`src/rtl/alarm_clock_pkg.sv`:
```
// Shared types and constants for the alarm clock controller.
// Holds the mode state enum, the key bundle and the 24h -> 12h display helper.
package alarm_clock_pkg;

    typedef enum logic [2:0] {
        SHOW_TIME,
        SET_TIME,
        SET_ALARM,
        RINGING,
        SNOOZE
    } state_e;

    localparam int SEC_PER_MIN = 60;
    localparam int HR_PER_DAY  = 24;
    localparam int HR_HALF     = 12;

    typedef struct packed {
        logic mode;
        logic hour;
        logic min;
        logic snooze;
        logic stop;
    } keys_t;

    function automatic logic [3:0] hour12(input logic [4:0] hr24);
        return (hr24 >= 5'(HR_HALF)) ? 4'(hr24 - 5'(HR_HALF)) : hr24[3:0];
    endfunction

endpackage

```
`src/rtl/alarm_tick_gen.sv`:
```
// One-second tick generator: a single-cycle pulse once every TICK_DIV clocks.
// While hold is high the divider is parked at zero so counting restarts cleanly.
module alarm_tick_gen #(
    parameter int TICK_DIV = 50_000_000
) (
    input  logic clk,
    input  logic reset_n,
    input  logic hold,
    output logic tick
);

    localparam int DW = (TICK_DIV > 1) ? $clog2(TICK_DIV) : 1;
    localparam logic [DW-1:0] DIV_LAST = DW'(TICK_DIV - 1);

    logic [DW-1:0] div_cnt;

    // NOTE: state updates use <= so every register samples pre-edge values; reset is synchronous here.
    always_ff @(posedge clk) begin
        if (!reset_n) begin
            div_cnt <= '0;
            tick    <= 1'b0;
        end else if (hold) begin
            div_cnt <= '0;
            tick    <= 1'b0;
        end else if (div_cnt == DIV_LAST) begin
            div_cnt <= '0;
            tick    <= 1'b1;
        end else begin
            div_cnt <= div_cnt + 1'b1;
            tick    <= 1'b0;
        end
    end

endmodule

```
`src/rtl/alarm_clock_ctrl.sv`:
```
// Mode/alarm controller in front of TIME_COUNTER: key edges become increment pulses,
// the alarm time is held and compared, and the ring/snooze sequence runs here.
module alarm_clock_ctrl
    import alarm_clock_pkg::*;
#(
    parameter int TICK_DIV   = 50_000_000,
    parameter int RING_SEC   = 60,
    parameter int SNOOZE_MIN = 5
) (
    input  logic       clk,
    input  logic       reset_n,
    input  logic       KEY_MODE,
    input  logic       KEY_HOUR,
    input  logic       KEY_MIN,
    input  logic       KEY_SNOOZE,
    input  logic       KEY_STOP,
    input  logic       ALARM_EN,
    input  logic [3:0] HOURS_IN,
    input  logic [5:0] MINS_IN,
    input  logic       AM_PM_IN,
    output logic       HOURS,
    output logic       MINS,
    output logic       SECS,
    output logic [3:0] ALARM_HOURS,
    output logic [5:0] ALARM_MINS,
    output logic       ALARM_AM_PM,
    output logic       DISP_ALARM,
    output logic       RING
);

    localparam int SNOOZE_SEC = SNOOZE_MIN * SEC_PER_MIN;
    localparam int RW = (RING_SEC > 0) ? $clog2(RING_SEC + 1) : 1;
    localparam int SW = $clog2(SNOOZE_SEC + 1);
    localparam logic [RW-1:0] RING_LAST   = RW'(RING_SEC - 1);
    localparam logic [SW-1:0] SNOOZE_LAST = SW'(SNOOZE_SEC - 1);

    state_e        state, state_next;
    keys_t         key_now, key_prev, key_rise;
    logic          match, match_prev, match_rise;
    logic          tick;
    logic [RW-1:0] ring_cnt;
    logic [SW-1:0] snooze_cnt;
    logic [4:0]    alarm_hr24, hr24_next;
    logic [5:0]    alarm_min, min_next;

    assign key_now    = {KEY_MODE, KEY_HOUR, KEY_MIN, KEY_SNOOZE, KEY_STOP};
    assign key_rise   = key_now & ~key_prev;
    assign match      = ALARM_EN &&
                        ({AM_PM_IN, HOURS_IN, MINS_IN} == {ALARM_AM_PM, ALARM_HOURS, ALARM_MINS});
    assign match_rise = match && !match_prev;

    // Holding on the next state keeps SECS low from the very first SET_TIME cycle.
    alarm_tick_gen #(.TICK_DIV(TICK_DIV)) u_tick (
        .clk     (clk),
        .reset_n (reset_n),
        .hold    (state_next == SET_TIME),
        .tick    (tick)
    );

    assign SECS       = tick;
    assign RING       = (state == RINGING);
    assign DISP_ALARM = (state == SET_ALARM);

    // NOTE: every always_comb output gets a default first, so no path can infer a latch.
    always_comb begin
        state_next = state;
        case (state)
            SHOW_TIME: begin
                if (match_rise)         state_next = RINGING;
                else if (key_rise.mode) state_next = SET_TIME;
            end
            SET_TIME:  if (key_rise.mode) state_next = SET_ALARM;
            SET_ALARM: if (key_rise.mode) state_next = SHOW_TIME;
            RINGING: begin
                if (!ALARM_EN || key_rise.stop)          state_next = SHOW_TIME;
                else if (key_rise.snooze)                state_next = SNOOZE;
                else if (tick && ring_cnt == RING_LAST)  state_next = SHOW_TIME;
            end
            SNOOZE: begin
                if (!ALARM_EN || key_rise.stop)             state_next = SHOW_TIME;
                else if (tick && snooze_cnt == SNOOZE_LAST) state_next = RINGING;
            end
            default: state_next = SHOW_TIME;
        endcase
    end

    always_comb begin
        hr24_next = alarm_hr24;
        min_next  = alarm_min;
        if (state == SET_ALARM) begin
            if (key_rise.hour)
                hr24_next = (alarm_hr24 == 5'(HR_PER_DAY - 1)) ? '0 : alarm_hr24 + 5'd1;
            if (key_rise.min)
                min_next = (alarm_min == 6'(SEC_PER_MIN - 1)) ? '0 : alarm_min + 6'd1;
        end
    end

    always_ff @(posedge clk) begin
        if (!reset_n) begin
            state       <= SHOW_TIME;
            key_prev    <= '0;
            match_prev  <= 1'b0;
            ring_cnt    <= '0;
            snooze_cnt  <= '0;
            alarm_hr24  <= '0;
            alarm_min   <= '0;
            HOURS       <= 1'b0;
            MINS        <= 1'b0;
            ALARM_HOURS <= '0;
            ALARM_MINS  <= '0;
            ALARM_AM_PM <= 1'b0;
        end else begin
            state       <= state_next;
            key_prev    <= key_now;
            match_prev  <= match;
            HOURS       <= (state == SET_TIME) && key_rise.hour;
            MINS        <= (state == SET_TIME) && key_rise.min;
            alarm_hr24  <= hr24_next;
            alarm_min   <= min_next;
            ALARM_HOURS <= hour12(hr24_next);
            ALARM_MINS  <= min_next;
            ALARM_AM_PM <= (hr24_next >= 5'(HR_HALF));

            // Both counters restart on any state entry, including SNOOZE -> RINGING.
            if (state_next != state) begin
                ring_cnt   <= '0;
                snooze_cnt <= '0;
            end else if (tick) begin
                if (state == RINGING) ring_cnt   <= ring_cnt + 1'b1;
                if (state == SNOOZE)  snooze_cnt <= snooze_cnt + 1'b1;
            end
        end
    end

endmodule

```
`config.mk`:
```
export PLATFORM = sky130hd
export DESIGN_NAME = alarm_clock_ctrl
export DESIGN_NICKNAME = d
export VERILOG_FILES = /design/src/rtl/alarm_clock_pkg.sv /design/src/rtl/alarm_tick_gen.sv /design/src/rtl/alarm_clock_ctrl.sv
export SDC_FILE = /design/constraint.sdc
export NUM_CORES = 1
export LEC_CHECK = 0
export BUFFER_PORTS_ARGS = -buffer_cell sky130_fd_sc_hd__buf_2
export CAP_MARGIN = 10
export CORE_MARGIN = 1.5
export CORE_UTILIZATION = 40
export CTS_BUF_LIST = sky130_fd_sc_hd__clkbuf_4 sky130_fd_sc_hd__clkbuf_8
export DETAILED_ROUTE_END_ITERATION = 7
export GPL_TIMING_DRIVEN = 0
export MAX_ROUTING_LAYER = met4
export PLACE_DENSITY = 0.58
export SKIP_LAST_GASP = 1
export SYNTH_ARGS = -nofsm -noshare
export SYNTH_HDL_FRONTEND = slang
export SYNTH_HIERARCHICAL = 1
export SYNTH_SLANG_ARGS = --single-unit
```
`constraint.sdc`:
```
create_clock -name clk -period 4.8 [get_ports clk]
set_input_delay 0.24 -clock clk [delete_from_list [all_inputs] [get_ports clk]]
set_output_delay 0.24 -clock clk [all_outputs]
set_load 0.005 [all_outputs]
```
# Word level (Yosys, flattened, before mapping)
# Cells that the tools add are included.
[classes]
add_sub_neg = 6
n_lt_le_gt_ge = 1
n_eq_ne = 12
n_mux = 16
n_bitwise = 3
reduce_logical = 16
[ops]
columns = ["operator", "n"]
rows = [
  ["3-bit two-way mux", 9],
  ["26-bit by 1-bit adder with 26-bit output, second input constant", 1],
  ["26-bit == test, second input constant", 1],
  ["5-bit two-way mux", 3],
  ["3-bit case mux with 5 select lines", 1],
  ["6-bit by 1-bit adder with 6-bit output, second input constant", 2],
  ["6-bit == test, second input constant", 2],
  ["11-bit == test", 1],
  ["9-bit by 1-bit adder with 9-bit output, second input constant", 1],
  ["9-bit == test, second input constant", 1],
  ["3-bit by 1-bit == test with 1-bit output, second input constant", 2],
  ["3-bit by 2-bit == test with 1-bit output, second input constant", 2],
  ["1-bit logical AND", 6],
  ["6-bit two-way mux", 1],
  ["2-bit AND reduction", 3],
  ["5-bit by 1-bit adder with 5-bit output, second input constant", 1],
  ["5-bit bitwise AND", 1],
  ["5-bit == test, second input constant", 1],
  ["5-bit by 4-bit >= comparator with 1-bit output, second input constant", 1],
  ["5-bit NOT", 1],
  ["4-bit two-way mux", 1],
  ["2-bit OR reduction", 2],
  ["4-bit subtractor, second input constant", 1],
  ["3-bit == test, second input constant", 1],
  ["7 further kinds", 8],
]
[totals]
regBits = 69
in_bits = 19
out_inout_bits = 16

# Longest topological paths before layout
# Gate-level depths: netlist (run 1).
[depth]
depth_word = 8
mapped_depth = 11
mapped_depth_nobuf = 10

# Cells and area by module
# Netlist (run 1), hierarchy kept.
[by_module_without_submodules]
columns = ["module", "instances", "cells_each", "area_each_um2"]
rows = [
  ["alarm_clock_ctrl", 1, 232, 2123.3],
  ["alarm_tick_gen", 1, 141, 1265.0],
]

# Least setup slack after synthesis (run 1)
# OpenSTA, ideal clock, no wires.
[synth_path]
path_kind = "reg2reg"
from = "register ring_cnt[0]"
to = "register u_tick.div_cnt[20]"
arrival_ns = 2.058
required_time_ns = 4.675
path_slack_ns = 2.617
stages_incl_launch_ff = 12
n_path_buf = 1
cell_sequence = "dfxtp_1 ha_1 nand4_1 nor3b_1 nor4_1 o22ai_1 and2_1 nor2b_1 inv_1 o311ai_2 buf_4 a21oi_1"
[synth_via]
elab_chain_cells = 8
[synth_lines]
columns = ["element", "line", "rtl"]
rows = [
  ["from (decl)", "alarm_clock_ctrl.sv:41", "logic [RW-1:0] ring_cnt;"],
  ["from (signal assigned)", "alarm_clock_ctrl.sv:129", "if (state == RINGING) ring_cnt <= ring_cnt + 1'b1;"],
  ["6-bit == test", "alarm_clock_ctrl.sv:77", "else if (tick && ring_cnt == RING_LAST) state_next = SHOW_TIME;"],
  ["1-bit logical AND", "alarm_clock_ctrl.sv:77", ""],
  ["3-bit two-way mux", "alarm_clock_ctrl.sv:77", ""],
  ["3-bit two-way mux", "alarm_clock_ctrl.sv:76", "else if (key_rise.snooze) state_next = SNOOZE;"],
  ["3-bit two-way mux", "alarm_clock_ctrl.sv:75", "if (!ALARM_EN || key_rise.stop) state_next = SHOW_TIME;"],
  ["3-bit case mux with 5 select lines", "alarm_clock_ctrl.sv:67", "case (state)"],
  ["3-bit by 1-bit == test with 1-bit output", "alarm_clock_ctrl.sv:56", ".hold (state_next == SET_TIME),"],
  ["3-bit OR reduction (no source line)", "--", ""],
  ["to (signal assigned)", "alarm_tick_gen.sv:29", "div_cnt <= div_cnt + 1'b1;"],
  ["to (decl)", "alarm_tick_gen.sv:15", "logic [DW-1:0] div_cnt;"],
]
# No other way between the ends.
# A chain may end at the register's enable or synchronous reset.

# Worst setup path in the final report (run 1)
[layout_path]
from = "register ring_cnt[0]"
to = "register u_tick.div_cnt[23]"
# Same word-level chain as after synthesis.

==> impl_metrics.py, run 1 <==
metrics = {
    "worst_setup_path": {
        "path_max_fanout": 10,
        "cp.required_ns": 5.01,
        "end_kind": "flop",
        "critPathLaunchType": "flop",
        "crit_type": "flop to flop",
        "r2r_slack_ns": 2.17,
        "reg2reg_to": "u_tick/div_cnt[23]$_SDFF_PP0_",
        "worstPathArrival_ns": 2.85,
        "r2r-start": "ring_cnt[0]$_SDFFE_PP0P_",
        "max_stage_delay_ns": 0.72,
        "slowest_stage": "nor4_1",
        "path_cells": "ha_1 -> nand4_1 -> nor3b_1 -> nor4_1 -> o22ai_1 -> and2_1 -> nor2b_1 -> inv_1 -> o311ai_2 -> buf_4 -> a21oi_1",
        "reg2regPathDepth": 11,
    },
    "place": {
        "place_congestion": 0.8096,
        "dp_slack_ns": 2.184,
        "port_buffers": 34,
        "post-dp-hpwl_um": 5012,
        "placed_area_mm2": 0.003690,
    },
    "clock_network": {
        "numCtsBuffers": 9,
        "tritoncts": "done",
        "cts-root-buf": "clkbuf_8",
        "ctsHoldBuffers": 0,
        "clk_latency_ns": 0.34,
        "clkSlewWorstSetupHoldPaths_ns": 0.07,
        "cts_sinks": 67,
        "cts_setup_buffers": 0,
        "cts-resized-gates": 0,
        "cts.htree.levels": 3,
        "clock_path_buffers": 2,
    },
    "finish": {
        "nets": 443,
        "area_growth_pct": 14.33,
        "layout_commonest_cell": "dfxtp_1",
        "seq_area_mm2": 0.001341,
        "fill_cells": 842,
        "final_cell_area_mm2": 0.003874,
        "fin_util": 0.4714,
        "post_route_cells_drive_above_1_share": 0.2033,
        "diodes": 0,
        "layout_common_cells": "dfxtp_1, buf_2, nor2_1, nand4_1, xnor2_1",
        "multi_input_area_mm2": 0.001871,
    },
    "grt": {
        "first_global_vias": 2545,
        "grt_max_degree": 12,
        "antenna_found_initial": 0,
        "track_usage": 0.1720,
        "grt.overflow.total": 0,
        "grt_pass1_wl_um": 11770,
    },
    "logic_synthesis": {
        "netlist_area_mm2": 0.003388,
        "synth.distinct_cells": 46,
        "synth_seq_cells": 67,
        "synth_edf_count": 0,
        "synth_cells": 373,
        "ys.flop_type": "dfxtp_1",
        "ys_warn_count": 6,
        "synth_area_per_cell_um2": 9.084,
        "ys_seq_area_frac": 0.3959,
        "synthArstFlopShare": 0,
        "synthesis.nets": 398,
    },
    "timing": {
        "finalHoldViolCount": 0,
        "finalCritPeriodShare": 0.5484,
        "fin_setup_tns_ns": 0,
        "fmax_mhz": 379.9,
        "tightest_slew_ns": 0.8627,
        "fin_hold_ws_ns": 0.1260,
        "setup_viol": 0,
        "relSlewSlack": 0.4196,
        "setup_ws_ns": 2.167,
        "fin_skew_ns": 0.009694,
        "fin_crit_ns": 2.633,
        "rsz0062_at_grt": "no",
        "drv_slew": 0,
    },
    "power": {
        "power_density_mw_per_mm2": 275.2,
        "power_switching_uw": 256.2,
        "combPwrFrac": 0.068,
        "irDropWorstVdd_v": 0.0001670,
        "leakage_nw": 1.448,
        "p_int_uw": 809.7,
        "seq_power_share": 0.529,
        "swShare": 0.2404,
        "clkPwrFrac": 0.403,
    },
    "floorplan": {
        "num_rows": 33,
        "start_util": 0.4124,
        "die_width_um": 95.04,
        "fp.dieH_um": 95.04,
        "core_area_mm2": 0.008217,
        "pin_count": 35,
        "dieArea_mm2": 0.009032,
    },
    "flow_run": {
        "max-cap-violations": 0,
    },
    "worst_hold_path": {
        "hp-class": "primary input to flop",
        "hold_end": "key_prev[4]$_SDFF_PN0_",
        "min_from": "KEY_MODE",
        "holdPathStages": 2,
    },
    "detailed_routing": {
        "routed_wl_um": 6921,
        "avgViaCountPerCell": 5.254,
        "vias": 2774,
        "drtPass1Iterations": 6,
        "drc": 0,
        "drtAntennaViolNets": 0,
        "avgRoutedWirePerCell_um": 13.11,
        "drtIter0Drc": 122,
    },
    "run_status": {
        "outcome": "finished, final reports clean",
    },
}
-- kinds of logic (layout without fill, tap and decap cells) --
| logic type | after synthesis | in the layout | share of synthesized area |
|---|---|---|---|
| AOI/OAI and AO/OA | 42 | 42 | 0.07977 |
| DFF | 67 | 67 | 0.3959 |
| buffers and inverters | 31 | 81 | 0.05207 |
| adders and majority gates | 6 | 6 | 0.02216 |
| and+or+nand+nor | 178 | 178 | 0.3168 |
| muxes | 8 | 8 | 0.02733 |
| xor gates and xnor gates | 41 | 41 | 0.1060 |
-- how the worst max path moves through the flow --
stage                              from                             to  slack, ns  depth (start not counted)
6_report       ring_cnt[0]$_SDFFE_PP0P_  u_tick/div_cnt[23]$_SDFF_PP0_       2.17                         11
5_1_grt        ring_cnt[0]$_SDFFE_PP0P_  u_tick/div_cnt[23]$_SDFF_PP0_       1.91                         11
4_1_cts        ring_cnt[0]$_SDFFE_PP0P_  u_tick/div_cnt[23]$_SDFF_PP0_       2.16                         11
3_5_place_dp   ring_cnt[0]$_SDFFE_PP0P_  u_tick/div_cnt[22]$_SDFF_PP0_       2.18                         11
3_3_place_gp   ring_cnt[0]$_SDFFE_PP0P_  u_tick/div_cnt[20]$_SDFF_PP0_       2.24                         11
2_1_floorplan  ring_cnt[0]$_SDFFE_PP0P_  u_tick/div_cnt[20]$_SDFF_PP0_       2.62                         11
-- power groups by stage --
stage	Combinational, mW	Sequential [mW]	Clock [mW]
after global routing	0.0809	0.565	0.471
after floorplan	0.0501	0.576	0
final	0.0728	0.564	0.429
after CTS	0.0739	0.564	0.447
after global placement	0.0730	0.577	0
after detailed placement	0.0735	0.577	0
-- worst max-delay path, delay by kind of cell (launching register included) --
family                   cells  cell delay, ns
AO/OA/AOI/OAI                3            0.38
adder cells (fa/ha/maj)      1            0.22
AND/OR/NAND/NOR              5            1.21
buffers and inverters        2            0.35
flip-flops                   1            0.35
-- area by class of cell --
cell class,instances,share of cell area
clock inverters,4,0.006460
inverters,10,0.009690
flip-flops and latches,67,0.3463
well taps,105,0.03391
plain buffers,21,0.03585
clock buffers,12,0.04102
multi-input cells,275,0.4829
repair buffers,34,0.04393
-- state kept, by name, summed over array words and instances (netlist names) --
signal	cells
ALARM_HOURS	4
alarm_min	6
MINS	1
HOURS	1
key_prev	5
snooze_cnt	9
ALARM_AM_PM	1
state	3
u_tick/tick	1
match_prev	1
u_tick/div_cnt	26
ring_cnt	6
alarm_hr24	3
-- cell usage after synthesis (2+ instances only) --
cell,instances,area share
and4_1,4,0.010
or3_2,2,0.0044
o21ai_0,8,0.012
or3_1,5,0.0092
buf_6,4,0.013
nor4_4,2,0.013
nor4b_1,2,0.0052
a211oi_1,2,0.0044
or4_4,2,0.0066
nor2b_1,6,0.011
dfxtp_1,67,0.40
nor4_1,5,0.0092
a21oi_1,16,0.024
xnor2_1,21,0.054
buf_2,3,0.0044
nand3_1,13,0.019
nor2_1,37,0.041
inv_1,10,0.011
o31ai_1,9,0.020
nand2_1,20,0.022
nor3_1,7,0.010
or4_1,5,0.011
xor2_1,20,0.052
nand2b_1,5,0.0092
buf_4,6,0.013
nand4_1,22,0.041
and3_1,12,0.022
mux2i_1,7,0.021
nor3_2,10,0.030
clkbuf_1,7,0.0078
ha_1,6,0.022
nor3b_1,5,0.011
and2_1,10,0.018
-- metal layers --
metal / up-vias / global-route usage / part of all wire
li1: 1423 / - / -
met1: 1305 / 0.2168 / 0.48
met2: 40 / 0.2661 / 0.47
met3: 6 / 0.05104 / 0.035
met4: 0 / 0.05100 / 0.011
met5: - / - / 0
-- stage by stage --
stage | instances | power, mW
2_1_floorplan | 373 | 0.6264
3_3_place_gp | 512 | 0.6496
3_5_place_dp | 512 | 0.6505
4_1_cts | 528 | 1.085
5_1_grt | 528 | 1.116
6_report | 528 | 1.066
No activity file was read; power rests on OpenSTA's default activity.
==> inputs of run 2 (changes only) <==
--- a/config.mk
+++ b/config.mk
@@ -5,6 +5,7 @@
 export SDC_FILE = /design/constraint.sdc
 export NUM_CORES = 1
 export LEC_CHECK = 0
+export ABC_AREA = 1
 export BUFFER_PORTS_ARGS = -buffer_cell sky130_fd_sc_hd__buf_2
 export CAP_MARGIN = 10
 export CORE_MARGIN = 1.5
==> constraint.sdc (replaced) <==
create_clock -name clk -period 2.5 [get_ports clk]
set_input_delay 0.125 -clock clk [delete_from_list [all_inputs] [get_ports clk]]
set_output_delay 0.125 -clock clk [all_outputs]
set_load 0.005 [all_outputs]
==> impl_metrics.py, run 2 <==
metrics = {
    "floorplan": {
        "core_area_mm2": 0.008848,
        "start_util": 0.4181,
        "dieArea_mm2": 0.009836,
        "num_rows": 34,
        "pin_count": 35,
        "fp.dieH_um": 99.18,
        "die_width_um": 99.18,
    },
    "timing": {
        "fin_setup_tns_ns": 0,
        "finalCritPeriodShare": 0.8660,
        "drv_slew": 0,
        "tightest_slew_ns": 0.4875,
        "finalHoldViolCount": 0,
        "setup_ws_ns": 0.3351,
        "fin_skew_ns": 0.007690,
        "relSlewSlack": 0.6722,
        "fmax_mhz": 461.9,
        "fin_crit_ns": 2.165,
        "setup_viol": 0,
        "rsz0062_at_grt": "no",
    },
    "clock_network": {
        "cts_setup_buffers": 0,
        "tritoncts": "done",
        "ctsHoldBuffers": 5,
        "cts.htree.levels": 3,
        "clk_latency_ns": 0.35,
        "clkSlewWorstSetupHoldPaths_ns": 0.07,
        "clock_path_buffers": 2,
        "cts_sinks": 67,
        "cts-resized-gates": 0,
        "numCtsBuffers": 9,
        "cts-root-buf": "clkbuf_8",
    },
    "logic_synthesis": {
        "yosysMostFrequentCell": "nand2_1",
        "synth_area_per_cell_um2": 7.101,
        "synthesis.nets": 546,
        "synth_cells": 521,
        "synth_seq_cells": 67,
        "synth.distinct_cells": 32,
        "synth_top_area_cell": "dfxtp_1",
        "synthArstFlopShare": 0,
        "ys_seq_area_frac": 0.3625,
        "ys_warn_count": 6,
        "ys_top_cells_by_area": "dfxtp_1, nand2_1, nor2_1",
        "synth_edf_count": 0,
        "synth_common_cells": "nand2_1, nor2_1, dfxtp_1, inv_1, nand3_1",
        "synth_top_area_frac": 0.3625,
        "netlist_area_mm2": 0.003700,
        "ys.flop_type": "dfxtp_1",
    },
    "place": {
        "post-dp-hpwl_um": 5508,
        "dp.cells": 663,
        "place_congestion": 0.8273,
        "dp_slack_ns": 0.3413,
        "port_buffers": 34,
        "placed_area_mm2": 0.004005,
    },
    "worst_setup_path": {
        "reg2reg_to": "u_tick/div_cnt[17]$_SDFF_PP0_",
        "slowest_stage": "dfxtp_1",
        "critPathLaunchType": "flop",
        "cp-endpoint": "u_tick/div_cnt[17]$_SDFF_PP0_",
        "path_common_cell": "nand2_1",
        "worstPathArrival_ns": 2.45,
        "end_kind": "flop",
        "path_max_fanout": 10,
        "r2r_slack_ns": 0.34,
        "crit_start": "ALARM_HOURS[0]$_SDFF_PN0_",
        "r2r-start": "ALARM_HOURS[0]$_SDFF_PN0_",
        "cp.required_ns": 2.78,
        "path_cells": "inv_1 -> nand2_1 -> nand2_1 -> nor2_1 -> nand2_1 -> nor2_1 -> nand3_1 -> nand2_1 -> nand2_1 -> nand2_1 -> nor2_1 -> nor2_1 -> nand2_4 -> buf_6 -> nor2_1",
        "max_stage_delay_ns": 0.44,
        "reg2regPathDepth": 15,
        "crit_type": "flop to flop",
    },
    "finish": {
        "post_route_cells_drive_above_1_share": 0.1965,
        "layout_commonest_cell": "nand2_1",
        "diodes": 0,
        "final_cell_area_mm2": 0.004280,
        "nets": 596,
        "final_cell_count_no_fill": 683,
        "layout_common_cells": "nand2_1, nor2_1, dfxtp_1, inv_1, buf_2",
        "area_growth_pct": 15.69,
        "largest_register_ff_count": 26,
        "fin_util": 0.4837,
        "largestRegisters": "u_tick/div_cnt (26), snooze_cnt (9)",
        "regMostFlops": "u_tick/div_cnt",
    },
    "detailed_routing": {
        "drtAntennaViolNets": 0,
        "vias": 3218,
        "avgViaCountPerCell": 4.712,
        "drtPass1Iterations": 5,
        "drtIter0Drc": 88,
        "avgRoutedWirePerCell_um": 10.86,
        "routed_wl_um": 7420,
        "drc": 0,
    },
    "grt": {
        "grt_pass1_wl_um": 13100,
        "first_global_vias": 3049,
        "antenna_found_initial": 0,
        "grt_max_degree": 12,
        "grt.overflow.total": 0,
        "track_usage": 0.1696,
    },
    "flow_run": {
        "max-cap-violations": 0,
    },
    "worst_hold_path": {
        "min_from": "reset_n",
        "hp-class": "primary input to flop",
    },
    "power": {
        "leakage_nw": 1.813,
        "power_density_mw_per_mm2": 559.8,
        "irDropWorstVdd_v": 0.0002780,
    },
    "run_status": {
        "outcome": "finished, final reports clean",
    },
}
## run 2: changes by cell type after synthesis, sizes merged, moves of 10 or more
cell,delta
nand2,+105
nand3,+20
nor2,+71
xnor2,-10
and3,-12
inv,+65
## run 2: worst min path at each step
| stage | to | depth (start not counted) |
|---|---|---|
| CTS | u_tick/tick$_SDFF_PP0_ | 3 |
| global route | u_tick/tick$_SDFF_PP0_ | 3 |
| detailed placement | key_prev[1]$_SDFF_PN0_ | 3 |
| finish | u_tick/tick$_SDFF_PP0_ | 3 |
| global placement | key_prev[1]$_SDFF_PN0_ | 3 |
| floorplan | key_prev[0]$_SDFF_PN0_ | 2 |
## run 2: metrics by stage
step | hold WS, ns | power [mW]
floorplan | 0.2185 | 1.325
global placement | 0.3180 | 1.388
detailed placement | 0.3218 | 1.392
CTS | 0.03076 | 2.431
global route | 0.03975 | 2.505
finish | 0.03960 | 2.396
## run 2: cell type report
class | count | area, um2
Buffer | 8 | 76.32
Multi-Input combinational cell | 371 | 2001
Sequential cell | 67 | 1341
Fill cell | 914 | 4568
Inverter | 75 | 281.5
Clock buffer | 11 | 151.4
Timing Repair Buffer | 39 | 220.2
Clock inverter | 4 | 73.82
Tap cell | 108 | 135.1
## run 2: per-layer routing
layer,vias up,routed length [um],GRT usage
li1,1718,-,-
met1,1423,3510,0.1978
met2,60,3478,0.2817
met3,17,273,0.04146
met4,0,158,0.06826
met5,-,0,-
## run 2: kinds of logic (layout without fill, tap and decap cells)
group           count (synthesis)  after routing  synth area share
compound gates                 22             22           0.03247
xor+xnor                       31             31           0.07339
fa+ha+maj                       6              6           0.02029
buf+inv                        83            137           0.09672
flops                          67             67            0.3625
mux                             2              2          0.005411
simple gates                  310            310            0.4092
## run 2: worst max-delay path: cells and delay by family, from the launching register on
kind	cells	cell delay, ns
simple gates	13	1.38
buf+inv	2	0.28
flops	1	0.44
## run 2: power breakdown
part	switching, mW	leakage [nW]	internal (mW)
sequential	0.0184	0.542	1.08
clock	0.415	0.115	0.611
combinational	0.168	1.16	0.0991
total	0.602	1.81	1.79
==> inputs of run 3 (changes only) <==
--- a/config.mk
+++ b/config.mk
@@ -8,13 +8,15 @@
 export ABC_AREA = 1
 export BUFFER_PORTS_ARGS = -buffer_cell sky130_fd_sc_hd__buf_2
 export CAP_MARGIN = 10
+export CELL_PAD_IN_SITES_DETAIL_PLACEMENT = 0
+export CELL_PAD_IN_SITES_GLOBAL_PLACEMENT = 1
 export CORE_MARGIN = 1.5
 export CORE_UTILIZATION = 40
 export CTS_BUF_LIST = sky130_fd_sc_hd__clkbuf_4 sky130_fd_sc_hd__clkbuf_8
 export DETAILED_ROUTE_END_ITERATION = 7
 export GPL_TIMING_DRIVEN = 0
 export MAX_ROUTING_LAYER = met4
-export PLACE_DENSITY = 0.58
+export PLACE_DENSITY = 0.75
 export SKIP_LAST_GASP = 1
 export SYNTH_ARGS = -nofsm -noshare
 export SYNTH_HDL_FRONTEND = slang
==> impl_metrics.py, run 3 (synthesis gave the netlist of run 2 again) <==
metrics = {
    "grt": {
        "grt_max_degree": 13,
        "antenna_found_initial": 0,
        "grt_pass1_wl_um": 12990,
        "grt.overflow.total": 0,
        "first_global_vias": 2964,
        "track_usage": 0.1704,
    },
    "power": {
        "power_density_mw_per_mm2": 561.4,
        "swShare": 0.2618,
        "leakage_nw": 1.814,
        "power_switching_uw": 629.2,
        "p_int_mw": 1.774,
        "seq_power_share": 0.459,
        "combPwrFrac": 0.111,
        "irDropWorstVdd_v": 0.0002301,
        "clkPwrFrac": 0.431,
    },
    "worst_setup_path": {
        "crit_start": "ring_cnt[0]$_SDFFE_PP0P_",
        "cp.required_ns": 2.78,
        "critPathLaunchType": "flop",
        "worstPathArrival_ns": 2.43,
        "path_max_fanout": 10,
        "end_kind": "flop",
        "r2r_slack_ns": 0.35,
        "reg2regPathDepth": 12,
        "cp-endpoint": "u_tick/div_cnt[24]$_SDFF_PP0_",
        "reg2reg_to": "u_tick/div_cnt[24]$_SDFF_PP0_",
        "crit_type": "flop to flop",
        "r2r-start": "ring_cnt[0]$_SDFFE_PP0P_",
    },
    "timing": {
        "setup_ws_ns": 0.3504,
        "relSlewSlack": 0.6582,
        "finalCritPeriodShare": 0.8599,
        "fin_hold_ws_ns": 0.02928,
        "rsz0062_at_grt": "no",
        "fin_crit_ns": 2.150,
        "finalHoldViolCount": 0,
        "fin_setup_tns_ns": 0,
        "fmax_mhz": 465.2,
        "tightest_slew_ns": 0.5084,
        "setup_viol": 0,
        "fin_skew_ns": 0.01528,
        "drv_slew": 0,
    },
    "detailed_routing": {
        "drtPass1Iterations": 4,
        "vias": 3161,
        "avgViaCountPerCell": 4.621,
        "drc": 0,
        "avgRoutedWirePerCell_um": 10.97,
        "drtAntennaViolNets": 0,
        "drtIter0Drc": 76,
        "routed_wl_um": 7504,
    },
    "clock_network": {
        "tritoncts": "done",
        "clock_path_buffers": 2,
        "cts.htree.levels": 3,
        "clk_latency_ns": 0.35,
        "cts_setup_buffers": 0,
        "cts_sinks": 67,
        "numCtsBuffers": 9,
        "clkSlewWorstSetupHoldPaths_ns": 0.09,
        "cts-root-buf": "clkbuf_8",
    },
    "worst_hold_path": {
        "holdPathStages": 3,
        "min_from": "reset_n",
        "hp-class": "primary input to flop",
    },
    "floorplan": {
        "num_rows": 34,
        "pin_count": 35,
        "dieArea_mm2": 0.009836,
        "die_width_um": 99.18,
        "fp.dieH_um": 99.18,
        "start_util": 0.4181,
        "core_area_mm2": 0.008848,
    },
    "finish": {
        "fill_cells": 920,
        "area_growth_pct": 15.69,
        "regMostFlops": "u_tick/div_cnt",
        "largestRegisters": "u_tick/div_cnt (26), snooze_cnt (9)",
        "layout_common_cells": "nand2_1, nor2_1, dfxtp_1, inv_1, buf_2",
        "diodes": 0,
        "final_cell_count_no_fill": 684,
        "largest_register_ff_count": 26,
        "layout_commonest_cell": "nand2_1",
        "fin_util": 0.4837,
        "post_route_cells_drive_above_1_share": 0.1979,
        "nets": 596,
    },
    "place": {
        "place_congestion": 0.8468,
        "post-dp-hpwl_um": 5695,
        "dp.cells": 663,
        "dp_slack_ns": 0.3400,
        "port_buffers": 34,
    },
    "flow_run": {
        "max-cap-violations": 0,
    },
    "run_status": {
        "outcome": "finished, final reports clean",
    },
}
==> run 3: cell count changes in the layout (fill, tap and decap cells not counted) <==
cell	previous run	this run
inv_6	0	1
clkbuf_8	11	10
clkinv_2	1	2
==> run 3: stage by stage <==
| stage | instance area (um2) | power [mW] |
|---|---|---|
| 6_report | 4280 | 2.403 |
| 5_1_grt | 4280 | 2.511 |
| 4_1_cts | 4280 | 2.438 |
| 3_5_place_dp | 4005 | 1.391 |
| 3_3_place_gp | 4005 | 1.390 |
| 2_1_floorplan | 3700 | 1.325 |
==> run 3: how the worst min path moves through the flow <==
stage          slack [ns]                endpoint
2_1_floorplan        0.22  key_prev[0]$_SDFF_PN0_
3_3_place_gp         0.32  key_prev[0]$_SDFF_PN0_
3_5_place_dp         0.32  key_prev[1]$_SDFF_PN0_
4_1_cts              0.02  u_tick/tick$_SDFF_PP0_
5_1_grt              0.05  u_tick/tick$_SDFF_PP0_
6_report             0.03  u_tick/tick$_SDFF_PP0_
==> run 3: timing repair <==
action,CTS,global route
gates resized for setup,0,0
setup endpoints to repair,0,0
hold buffers,5,0
endpoints found under the hold margin,5,0
==> run 3: worst max-delay path, stage by stage (launching register included) <==
cell and delay [ns]:
dfxtp_1 0.39, ha_1 0.22, nand4_1 0.11, nand3b_1 0.11, nand2_1 0.09, a21oi_1 0.22
nand2_1 0.12, inv_1 0.09, nor2_1 0.05, nor2_1 0.27, nand2_4 0.14, buf_6 0.17
nor2_1 0.10
==> run 3: cell type report <==
type                            instances  area [um2]  share of cell area
Multi-Input combinational cell        371        2001              0.4674
Tap cell                              108       135.1             0.03157
Sequential cell                        67        1341              0.3134
Timing Repair Buffer                   39       220.2             0.05145
Clock inverter                          6       87.58             0.02046
Buffer                                  8       76.32             0.01783
Clock buffer                           10       137.6             0.03215
Inverter                               75       281.5             0.06577
==> run 3: power groups by stage <==
stage                     registers (mW)  clock network (mW)  logic [mW]
after global routing                1.10                1.11       0.299
after CTS                           1.10                1.06       0.272
after global placement              1.13                   0       0.263
final                               1.10                1.04       0.266
after floorplan                     1.12                   0       0.201
after detailed placement            1.13                   0       0.264
==> run 3: per-layer routing <==
| layer | wire length, um | global-route usage | up-vias |
|---|---|---|---|
| met1 | 3659 | 0.2011 | 1402 |
| li1 | - | - | 1718 |
| met4 | 95 | 0.07151 | 0 |
| met2 | 3575 | 0.2875 | 34 |
| met3 | 173 | 0.03022 | 7 |
| met5 | 0 | - | - |
